## src/rtl/pipe_ctrl_unit.sv

```systemverilog
// Pipelined control/hazard unit: ID decode, ID/EX-EX/MEM-MEM/WB control registers,
// load-use stall, ID branch flush, EX forwarding, data-memory freeze. Macro CTRL_BNE_EN adds bne.
module pipe_ctrl_unit #(
    parameter int unsigned REG_AW = 5,
    parameter int unsigned OP_W   = 7
) (
    input  logic              clk_i,
    input  logic              rst_i,
    input  logic [OP_W-1:0]   Op_i,
    input  logic [2:0]        Funct3_i,
    input  logic [REG_AW-1:0] RS1addr_i,
    input  logic [REG_AW-1:0] RS2addr_i,
    input  logic [REG_AW-1:0] RDaddr_i,
    input  logic              RegEqual_i,
    input  logic              MemStall_i,
    output logic              PCWrite_o,
    output logic              IFIDWrite_o,
    output logic              flush_o,
    output logic              Branch_o,
    output logic [1:0]        ALUOp_o,
    output logic              ALUSrc_o,
    output logic [1:0]        ForwardA_o,
    output logic [1:0]        ForwardB_o,
    output logic              MemRead_o,
    output logic              MemWrite_o,
    output logic              RegWrite_o,
    output logic              MemToReg_o,
    output logic [REG_AW-1:0] WBRDaddr_o
);

    localparam int unsigned ALUOP_W = 2;
    localparam int unsigned FWD_W   = 2;

    localparam logic [OP_W-1:0] OP_RTYPE  = OP_W'(7'b0110011);
    localparam logic [OP_W-1:0] OP_ADDI   = OP_W'(7'b0010011);
    localparam logic [OP_W-1:0] OP_LOAD   = OP_W'(7'b0000011);
    localparam logic [OP_W-1:0] OP_STORE  = OP_W'(7'b0100011);
    localparam logic [OP_W-1:0] OP_BRANCH = OP_W'(7'b1100011);

    typedef struct packed {
        logic [ALUOP_W-1:0] alu_op;
        logic               alu_src;
        logic               mem_read;
        logic               mem_write;
        logic               reg_write;
        logic               mem_to_reg;
    } ctrl_t;

    typedef struct packed {
        ctrl_t             ctrl;
        logic [REG_AW-1:0] rd;
        logic [REG_AW-1:0] rs1;
        logic [REG_AW-1:0] rs2;
    } idex_t;

    typedef struct packed {
        logic              mem_read;
        logic              mem_write;
        logic              reg_write;
        logic              mem_to_reg;
        logic [REG_AW-1:0] rd;
    } exmem_t;

    typedef struct packed {
        logic              reg_write;
        logic              mem_to_reg;
        logic [REG_AW-1:0] rd;
    } memwb_t;

    ctrl_t  dec;
    logic   branch;
    logic   br_cond;
    logic   load_use;
    logic   hazard;
    idex_t  idex;
    exmem_t exmem;
    memwb_t memwb;

    // ID-stage decode; unknown opcodes (and unsupported branch funct3) fall out as NOP
    always_comb begin
        dec     = '0;
        branch  = 1'b0;
        br_cond = 1'b0;
        case (Op_i)
            OP_RTYPE: begin
                dec.alu_op    = 2'b10;
                dec.reg_write = 1'b1;
            end
            OP_ADDI: begin
                dec.alu_src   = 1'b1;
                dec.reg_write = 1'b1;
            end
            OP_LOAD: begin
                dec.alu_src    = 1'b1;
                dec.mem_read   = 1'b1;
                dec.reg_write  = 1'b1;
                dec.mem_to_reg = 1'b1;
            end
            OP_STORE: begin
                dec.alu_src   = 1'b1;
                dec.mem_write = 1'b1;
            end
            OP_BRANCH: begin
`ifdef CTRL_BNE_EN
                case (Funct3_i)
                    3'b000: begin
                        dec.alu_op = 2'b01;
                        branch     = 1'b1;
                        br_cond    = RegEqual_i;
                    end
                    3'b001: begin
                        dec.alu_op = 2'b01;
                        branch     = 1'b1;
                        br_cond    = !RegEqual_i;
                    end
                    default: ;
                endcase
`else
                dec.alu_op = 2'b01;
                branch     = 1'b1;
                br_cond    = RegEqual_i;
`endif
            end
            default: ;
        endcase
    end

`ifndef CTRL_BNE_EN
    logic unused_funct3;
    assign unused_funct3 = ^Funct3_i;
`endif

    assign load_use = idex.ctrl.mem_read && (idex.rd != '0)
                      && ((idex.rd == RS1addr_i) || (idex.rd == RS2addr_i));
    assign hazard   = !MemStall_i && load_use;

    // Stall outranks hazard, hazard outranks flush; reset holds the front end enabled
    assign PCWrite_o   = !rst_i || (!MemStall_i && !hazard);
    assign IFIDWrite_o = !rst_i || (!MemStall_i && !hazard);
    assign flush_o     = branch && br_cond && !MemStall_i && !hazard;
    assign Branch_o    = branch;

    always_ff @(posedge clk_i or negedge rst_i) begin
        if (!rst_i) begin
            idex  <= '0;
            exmem <= '0;
            memwb <= '0;
        end else if (!MemStall_i) begin
            if (hazard) begin
                idex <= '0;
            end else begin
                idex.ctrl <= dec;
                idex.rd   <= RDaddr_i;
                idex.rs1  <= RS1addr_i;
                idex.rs2  <= RS2addr_i;
            end
            exmem.mem_read   <= idex.ctrl.mem_read;
            exmem.mem_write  <= idex.ctrl.mem_write;
            exmem.reg_write  <= idex.ctrl.reg_write;
            exmem.mem_to_reg <= idex.ctrl.mem_to_reg;
            exmem.rd         <= idex.rd;
            memwb.reg_write  <= exmem.reg_write;
            memwb.mem_to_reg <= exmem.mem_to_reg;
            memwb.rd         <= exmem.rd;
        end
    end

    // EX operand bypass: the younger producer in EX/MEM wins over MEM/WB
    always_comb begin
        ForwardA_o = FWD_W'(2'b00);
        ForwardB_o = FWD_W'(2'b00);
        if (exmem.reg_write && (exmem.rd != '0) && (exmem.rd == idex.rs1)) begin
            ForwardA_o = 2'b10;
        end else if (memwb.reg_write && (memwb.rd != '0) && (memwb.rd == idex.rs1)) begin
            ForwardA_o = 2'b01;
        end
        if (exmem.reg_write && (exmem.rd != '0) && (exmem.rd == idex.rs2)) begin
            ForwardB_o = 2'b10;
        end else if (memwb.reg_write && (memwb.rd != '0) && (memwb.rd == idex.rs2)) begin
            ForwardB_o = 2'b01;
        end
    end

    assign ALUOp_o    = idex.ctrl.alu_op;
    assign ALUSrc_o   = idex.ctrl.alu_src;
    assign MemRead_o  = exmem.mem_read;
    assign MemWrite_o = exmem.mem_write;
    assign RegWrite_o = memwb.reg_write;
    assign MemToReg_o = memwb.mem_to_reg;
    assign WBRDaddr_o = memwb.rd;

endmodule

```

## config.mk

```make
export PLATFORM = sky130hd
export DESIGN_NAME = pipe_ctrl_unit
export DESIGN_NICKNAME = d
export VERILOG_FILES = /design/src/rtl/pipe_ctrl_unit.sv
export SDC_FILE = /design/constraint.sdc
export NUM_CORES = 1
export LEC_CHECK = 0
export ABC_AREA = 1
export CORE_MARGIN = 10
export CORE_UTILIZATION = 45
export CTS_CLUSTER_SIZE = 25
export DETAILED_ROUTE_END_ITERATION = 10
export PLACE_DENSITY = 0.74
export SYNTH_ARGS = -nofsm -noshare
export SYNTH_HDL_FRONTEND = slang
export SYNTH_SLANG_ARGS = --single-unit
```

## constraint.sdc

```tcl
create_clock -name clk_i -period 1.81 [get_ports clk_i]
set_input_delay 0.2715 -clock clk_i [delete_from_list [all_inputs] [get_ports clk_i]]
set_output_delay 0.2715 -clock clk_i [all_outputs]
set_load 0.01 [all_outputs]
```

-- Word-level counts from Yosys, hierarchy flattened
Index checks and enable logic that the tools add are counted.
- equal/unequal tests: 11
- reductions and logical operators: 23
- muxes and demuxes: 12
- operators by type and width (cell ; number):
    == test 5 bit ; 6
    2-to-1 mux 22 bit ; 1
    nonzero test 5 bit ; 3
    == test 7 x 6 -> 1 bit (second input constant) ; 2
    logical AND 1 bit ; 13
    2-to-1 mux 1 bit ; 8
    == test 7 x 2 -> 1 bit (second input constant) ; 1
    == test 7 x 5 -> 1 bit (second input constant) ; 1
    == test 7 bit (second input constant) ; 1
    OR reduction 3 bit ; 2
    2-to-1 mux 2 bit ; 2
    one-hot mux 2 bit (2 select lines) ; 1
    zero test 1 bit ; 3
    logical OR 1 bit ; 2
- input bits: 29
- register bits after elaboration: 38

-- Depth between registers and ports, before layout
Gate-level depths: netlist (run 1).
- depth in word-level cells: 7
- mapped depth: 11

-- Worst setup path before layout (run 1)
OpenSTA, ideal clock, no wires.
- path type: flip-flop to output port
- start point: register idex[11] in the netlist's numbering
- end point: output port PCWrite_o
- path buffers: 2
- path slack: 0.269 ns
- cell stages (with the launch flop): 10
- arrival time: 1.270 ns
- cells stage by stage: dfrtp_1 > inv_1 > nand4_1 > o21ai_0 > inv_1 > nand2_2 > buf_6 > nand2_1 > nand2_1 > buf_4
- word-level cells in the longest chain between the ends: 7
- elaborated cells between the ends (all ways): 10
- those cells by class: 2 x eq/ne; 8 x reduce/logical
- ends and longest elaborated chain (element ; RTL line ; source):
    start, declared ; 75 ; idex_t idex;
    == test 5 bit / nonzero test 5 bit (equally long branches) ; 134, 133 ;
    logical OR 1 bit / logical AND 1 bit (equally long branches) ; 134, 133 ;
    logical AND 1 bit * ; 134 ; && ((idex.rd == RS1addr_i) || (idex.rd == RS2addr_i));
    logical AND 1 bit * ; 135 ; assign hazard = !MemStall_i && load_use;
    zero test 1 bit * ; - ;
    logical AND 1 bit * ; - ;
    logical OR 1 bit * ; - ;
    end, declared ; 16 ; output logic PCWrite_o,
Mark *: on every way between the ends. The rest lies on a longest branch, timed or not.

-- Worst setup path in the final report (run 1)
- start point: register idex[11] in the netlist's numbering
- end point: output port flush_o
- word-level cells in the longest chain between the ends: 6
- elaborated cells between the ends (all ways): 9
- those cells by class: 2 x eq/ne; 7 x reduce/logical
- ends and longest elaborated chain (element ; RTL line ; source):
    == test 5 bit / nonzero test 5 bit (equally long branches) ; 134, 133 ;
    logical OR 1 bit / logical AND 1 bit (equally long branches) ; 134, 133 ;
    logical AND 1 bit * ; 134 ;
    logical AND 1 bit * ; 135 ;
    zero test 1 bit * ; 140 ; assign flush_o = branch && br_cond && !MemStall_i && !hazard;
    logical AND 1 bit * ; 140 ;
    end, declared ; 18 ; output logic flush_o,
Marks and branches as above.

==> run metrics, run 1 <==
Worst R2R Start idex[11]; Rel. slew slack 68.9%; area grow syn2layout 42.4%; DR iter-0 viols a little under 70; CTS root buf clkbuf_8; Core Box Area ~4300 um2; VDD IR max ~530 uV; Overall Power 2.04 mW; # diodes 0; gp weighted congestion about 0.78; CTS tree yes; Slowest cell on crit path dfrtp_1; Util after Layout 65.7%; pre-CTS WS -0.439 ns; period utilization ~99%; IO Port Bufs 45; routed via count approximately 1900; Layout Cells excl Fill approximately 400; Final Hold Viols 0; row count 24; vias per std cell around 4.9; TritonRoute pass-1 iters 4; htree depth 2; Synthesis Warnings 0; Setup WS post-layout about 0.018 ns; post-synthesis sequential area ratio a little under half; Cell variety after synth 22; clock-pin slew on the worst setup and hold paths ~0.070 ns; CP Class flip-flop to output pin; largest net degree at the start of global routing 45; Antenna Nets Post-Route 0; die width roughly 87 um; required time of the critical path ~1.5 ns; actual slew at the worst max-slew pin 0.467 ns; gr usage total between 10 and 15%; Post-Syn Instances 266; CP max FO 3; Post-Synthesis Cell Area between 1500 and 2000 um2; Seq cells post-synth 36; crit path from idex[11]; Clock Sink Count 36; die area around 7500 um2; leakage roughly 1.5 nW; status completed; share of cells above drive strength 1 between 20% and 30%; Fin Clk Skew ~0.0025 ns; FF/Latch Area 905 um2; Post-Place Cells 379; DRC viols 0; CTS Hold Bufs 0; worst min-delay path class input pin to async pin; critical path arrival ~1.5 ns; Nets roughly 370; detailed placement HPWL ~3.6 mm; crit path time final about 1.8 ns; later-pin clock latency in the skew report 0.28 ns; wire per inst approximately 13 um; first-pass GRT wire length approximately 8.3 mm; crit start category flip-flop; most frequent cells in the layout nand2_1, buf_4, dfrtp_1; initial core utilization a little under half; unrepaired setup endpoints after global routing true; Max-Cap Viols 0; Die Y around 87 um; routed wire length 5.21 mm; fmax roughly 560 MHz; pins over their slew limit 0; initial antenna violation count 0; crit-path most repeated cell nand2_1; total grt overflow 0; fillers around 380; r2r worst-path depth 11; clock buffer depth 2; Mapped Nets 295; Critical Path End Type output pin; number of global-route vias before repair around 1800; max incr delay on CP between 0.3 and 0.4 ns; Ports about 50; footprint of the multi-input gates between 900 and 1000 um2; post-synthesis average cell area between 7 and 8 um2; worst path cell trace buf_4, nand2_1, nand2_1, nor2_1, nand3_1, nand2_1, nand2_2, nand3b_1, inv_1, buf_2; commonest non-fill, non-tap cell in the layout nand2_1; Final setup viols 0; cts bufs inserted 5; Power Density around 700 nW/um2
-- flip-flops by register name, summed over array words and instances, names as in the netlist --
signal / flops
ALUOp_o: 2
ALUSrc_o: 1
MemRead_o: 1
MemToReg_o: 1
MemWrite_o: 1
RegWrite_o: 1
WBRDaddr_o: 5
exmem: 6
idex: 18
-- kinds of logic (layout without fill, tap and decap cells) --
| group | Yosys count | after routing | share of synthesized area, % |
|---|---|---|---|
| AO/OA/AOI/OAI | 18 | 18 | 4.64 |
| XOR/XNOR | 18 | 18 | 7.90 |
| buffers and inverters | 42 | 118 | 9.65 |
| flip-flops | 36 | 36 | 45.1 |
| AND/OR/NAND/NOR | 152 | 152 | 32.7 |
-- synthesized netlist by cell type --
library cell,n,area (um2)
dfrtp_1,36,901
clkbuf_1,5,18.8
nand2_1,97,364
inv_2,3,11.3
nand4_1,5,31.3
buf_2,1,5.00
buf_6,2,22.5
nand3_1,27,135
nor3_4,1,16.3
or2_4,1,8.76
a21oi_1,1,5.00
nand3_2,1,10.0
xnor2_1,15,131
xor2_1,3,26.3
nor3_1,5,25.0
nand2_2,1,6.26
nand3b_1,1,7.51
o21ai_0,16,80.1
a22oi_1,1,7.51
buf_4,5,37.5
inv_1,26,97.6
nor2_1,13,48.8
-- layout make-up --
| type | instances | share of cell area [%] |
|---|---|---|
| multi-input combinational | 188 | 33.8 |
| sequential | 36 | 31.8 |
| timing repair buffer | 82 | 24.8 |
| inverter | 29 | 3.83 |
| clock buffer | 7 | 3.39 |
| tap | 52 | 2.29 |
-- critical path: cells and delay by family, from the launching register on --
kind                   cells  cell delay [ns]
flip-flops                 1             0.38
AND/OR/NAND/NOR            7             0.55
buffers and inverters      3             0.31
-- through the flow --
stage,TNS [ns],hold slack [ns],instance area [um2]
after CTS,0,0.114,2730
after floorplan,0,-0.0241,2000
final,0,0.109,2840
after detailed placement,-1.64,0.422,2640
after global routing,-0.267,0.144,2840
after global placement,-1.58,0.417,2640
-- path summary, 6_finish.rpt --
path / slack, ns / end
worst min-delay path: 0.11 / WBRDaddr_o[0]
min in group clk_i: 0.40 / idex[5]
max in group asynchronous: 1.35 / exmem[3]
worst max-delay path: 0.02 / flush_o
worst max register to register: 0.21 / idex[1]
worst min register to register: 0.48 / ALUOp_o[0]
-- metal layers --
layer / part of all wire [%] / global-route usage (%) / vias to the layer above
li1: - / - / 977
met2: 48 / 21.9 / 58
met4: 0.96 / 3.53 / 0
met5: 0 / 0 / -
met1: 43 / 16.5 / 876
met3: 7.7 / 5.44 / 6
-- where the power goes --
part | internal, mW | total, mW | switching [mW]
Combinational | 0.264 | 0.491 | 0.226
Sequential | 0.865 | 0.939 | 0.0731
Clock | 0.339 | 0.611 | 0.272
Total | 1.47 | 2.04 | 0.572
-- repair_timing --
item / in CTS / in global routing
buffers inserted: 2 / 6
pin swaps: 7 / 12
gates resized for setup: 42 / 20
endpoints found under the setup margin: 8 / 7
(Power assumes the default switching activity.)
==> run 2: changes to the inputs <==
CORE_MARGIN = default   (was 10)
==> run 2 against run 1 <==
Net effect: worst hold slack improved by 0.28 ns; register-to-register slack improved by 0.23 ns; combinational power decreased by 7.1%; die area down 37%; critical path type is now input pin to output pin; critical endpoint unchanged; final area is 3.5% lower; largest cell class unchanged; worst setup slack worse by 0.0071 ns; non-clock buffer count down 11; highest routed layer unchanged; cell count is 3.0% lower; sequential power about the same; clock skew increased by 0.0022 ns.
==> run metrics, run 2 (synthesis results as in run 1) <==
Nets 360 (-3.0%); routed via count 1858 (-3.1%); Clock Sink Count 36 (unchanged); Power Density 764 nW/um2 (+6.5%); unrepaired setup endpoints after global routing true; CTS root buf clkbuf_8; clock-pin slew on the worst setup and hold paths 0.07 ns (about the same); critical path arrival 1.53 ns (about the same); share of cells above drive strength 1 18.7% (-3.5 points); Die Y 68.6 um (-21%); htree depth 2 (unchanged); required time of the critical path 1.54 ns (about the same); gr usage total 22.1% (+8.5 points); Final Hold Viols 0 (unchanged); DRC viols 0 (unchanged); Max-Cap Viols 0 (unchanged); # diodes 0 (unchanged); commonest non-fill, non-tap cell in the layout nand2_1; largest net degree at the start of global routing 45 (unchanged); TritonRoute pass-1 iters 4 (unchanged); pre-CTS WS -0.472 ns (-0.0328 ns); first-pass GRT wire length 7.47 mm (-10%); row count 23 (-4.2%); Worst R2R Start idex[13]; Core Box Area 4120 um2 (-4.8%); period utilization 99.4% (+0.39 points); CP max FO 3 (unchanged); Util after Layout 66.7% (+0.94 points); number of global-route vias before repair 1752 (-3.1%); actual slew at the worst max-slew pin 0.452 ns (-0.0148 ns); VDD IR max 463 uV (-13%); footprint of the multi-input gates 947 um2 (-1.6%); max FFs per register 18 (unchanged); IO Port Bufs 45 (unchanged); fillers 371 (-3.4%); vias per std cell 4.86 (about the same); Rel. slew slack 69.9% (+0.99 points); total grt overflow 0 (unchanged); crit path from Op_i[4]; crit path time final 1.80 ns (+0.00707 ns); fmax 556 MHz (-0.39%); later-pin clock latency in the skew report 0.29 ns (about the same); cts bufs inserted 5 (unchanged); pins over their slew limit 0 (unchanged); FF/Latch Area 902 um2 (-0.28%); Setup WS post-layout 0.0111 ns (-0.00707 ns); wire per inst 11.8 um (-11%); status completed; CP Class input pin to output pin; worst path cell trace clkdlybuf4s50_1, or2_4, nor3_4, nand2_1, nand3b_1, inv_1, buf_2; most frequent cells in the layout nand2_1, dfrtp_1, clkdlybuf4s50_1; die area 4710 um2 (-37%); max incr delay on CP 0.42 ns (+0.04 ns); routed wire length 4.50 mm (-14%); largest register by flop count idex; clock buffer depth 2 (unchanged); Ports 49 (unchanged); Final setup viols 0 (unchanged); hold_sp RS2addr_i[0]; initial core utilization 48.5% (+2.3 points); die width 68.6 um (-21%); leakage 1.41 nW (-4.3%); area grow syn2layout 37.4%; Critical Path End Type output pin; detailed placement HPWL 3.27 mm (-10%); Antenna Nets Post-Route 0 (unchanged); initial antenna violation count 0 (unchanged); CTS tree yes; crit start category input pin; worst min-delay path class input pin to flip-flop; gp weighted congestion 0.828 (+6.3%); Slowest cell on crit path clkdlybuf4s50_1; Fin Setup TNS 0 ns (unchanged); DR iter-0 viols 93 (+35%); Fin Clk Skew 0.00468 ns (+0.00219 ns)
## run 2: layout make-up
| type | instances | area share, % |
|---|---|---|
| Timing Repair Buffer | 71 | 22.3 |
| Clock buffer | 5 | 2.51 |
| Sequential cell | 36 | 32.9 |
| Clock inverter | 3 | 1.55 |
| Multi-Input combinational cell | 188 | 34.5 |
| Tap cell | 50 | 2.28 |
| Inverter | 29 | 3.97 |
## run 2: path summary, 6_finish.rpt
kind	to	slack [ns]	depth (start not counted)
setup / recovery	flush_o	0.01	7
hold / removal	idex[0]	0.39	3
setup reg to reg	idex[1]	0.44	8
hold reg to reg	exmem[6]	0.48	2
max in group asynchronous	idex[8]	0.93	2
min in group asynchronous	WBRDaddr_o[0]	0.54	2
## run 2: stage by stage
step / hold slack, ns / cell area (um2) / power [mW] / cells
floorplan: -0.0241 / 2000 / 1.17 / 266
global placement: 0.458 / 2560 / 1.36 / 366
detailed placement: 0.467 / 2560 / 1.37 / 366
CTS: 0.384 / 2690 / 2.09 / 378
global route: 0.409 / 2740 / 2.21 / 382
finish: 0.385 / 2740 / 2.10 / 382
## run 2: layer usage
| metal | GRT usage (%) | wire, um |
|---|---|---|
| met5 | 0 | 0 |
| met4 | 12.0 | 132 |
| met3 | 4.61 | 205 |
| met2 | 37.0 | 2100 |
| met1 | 26.4 | 2070 |
## run 2: critical path, delay by kind of cell
kind | cells | cell delay (ns)
simple gates | 4 | 0.66
buf+inv | 3 | 0.60
## run 2: what timing repair did
item / CTS / global route
pin swaps: 5 / 13
endpoints found under the setup margin: 8 / 8
gates cloned: 0 / 0
hold buffers: 0 / 0
setup buffers: 4 / 4
gates resized for setup: 45 / 11
## run 2: power by group
part | total [mW] | internal (mW) | switching [mW] | leakage (nW)
Sequential | 0.937 | 0.864 | 0.0734 | 0.461
Combinational | 0.456 | 0.244 | 0.213 | 0.900
Clock | 0.703 | 0.407 | 0.296 | 0.0541
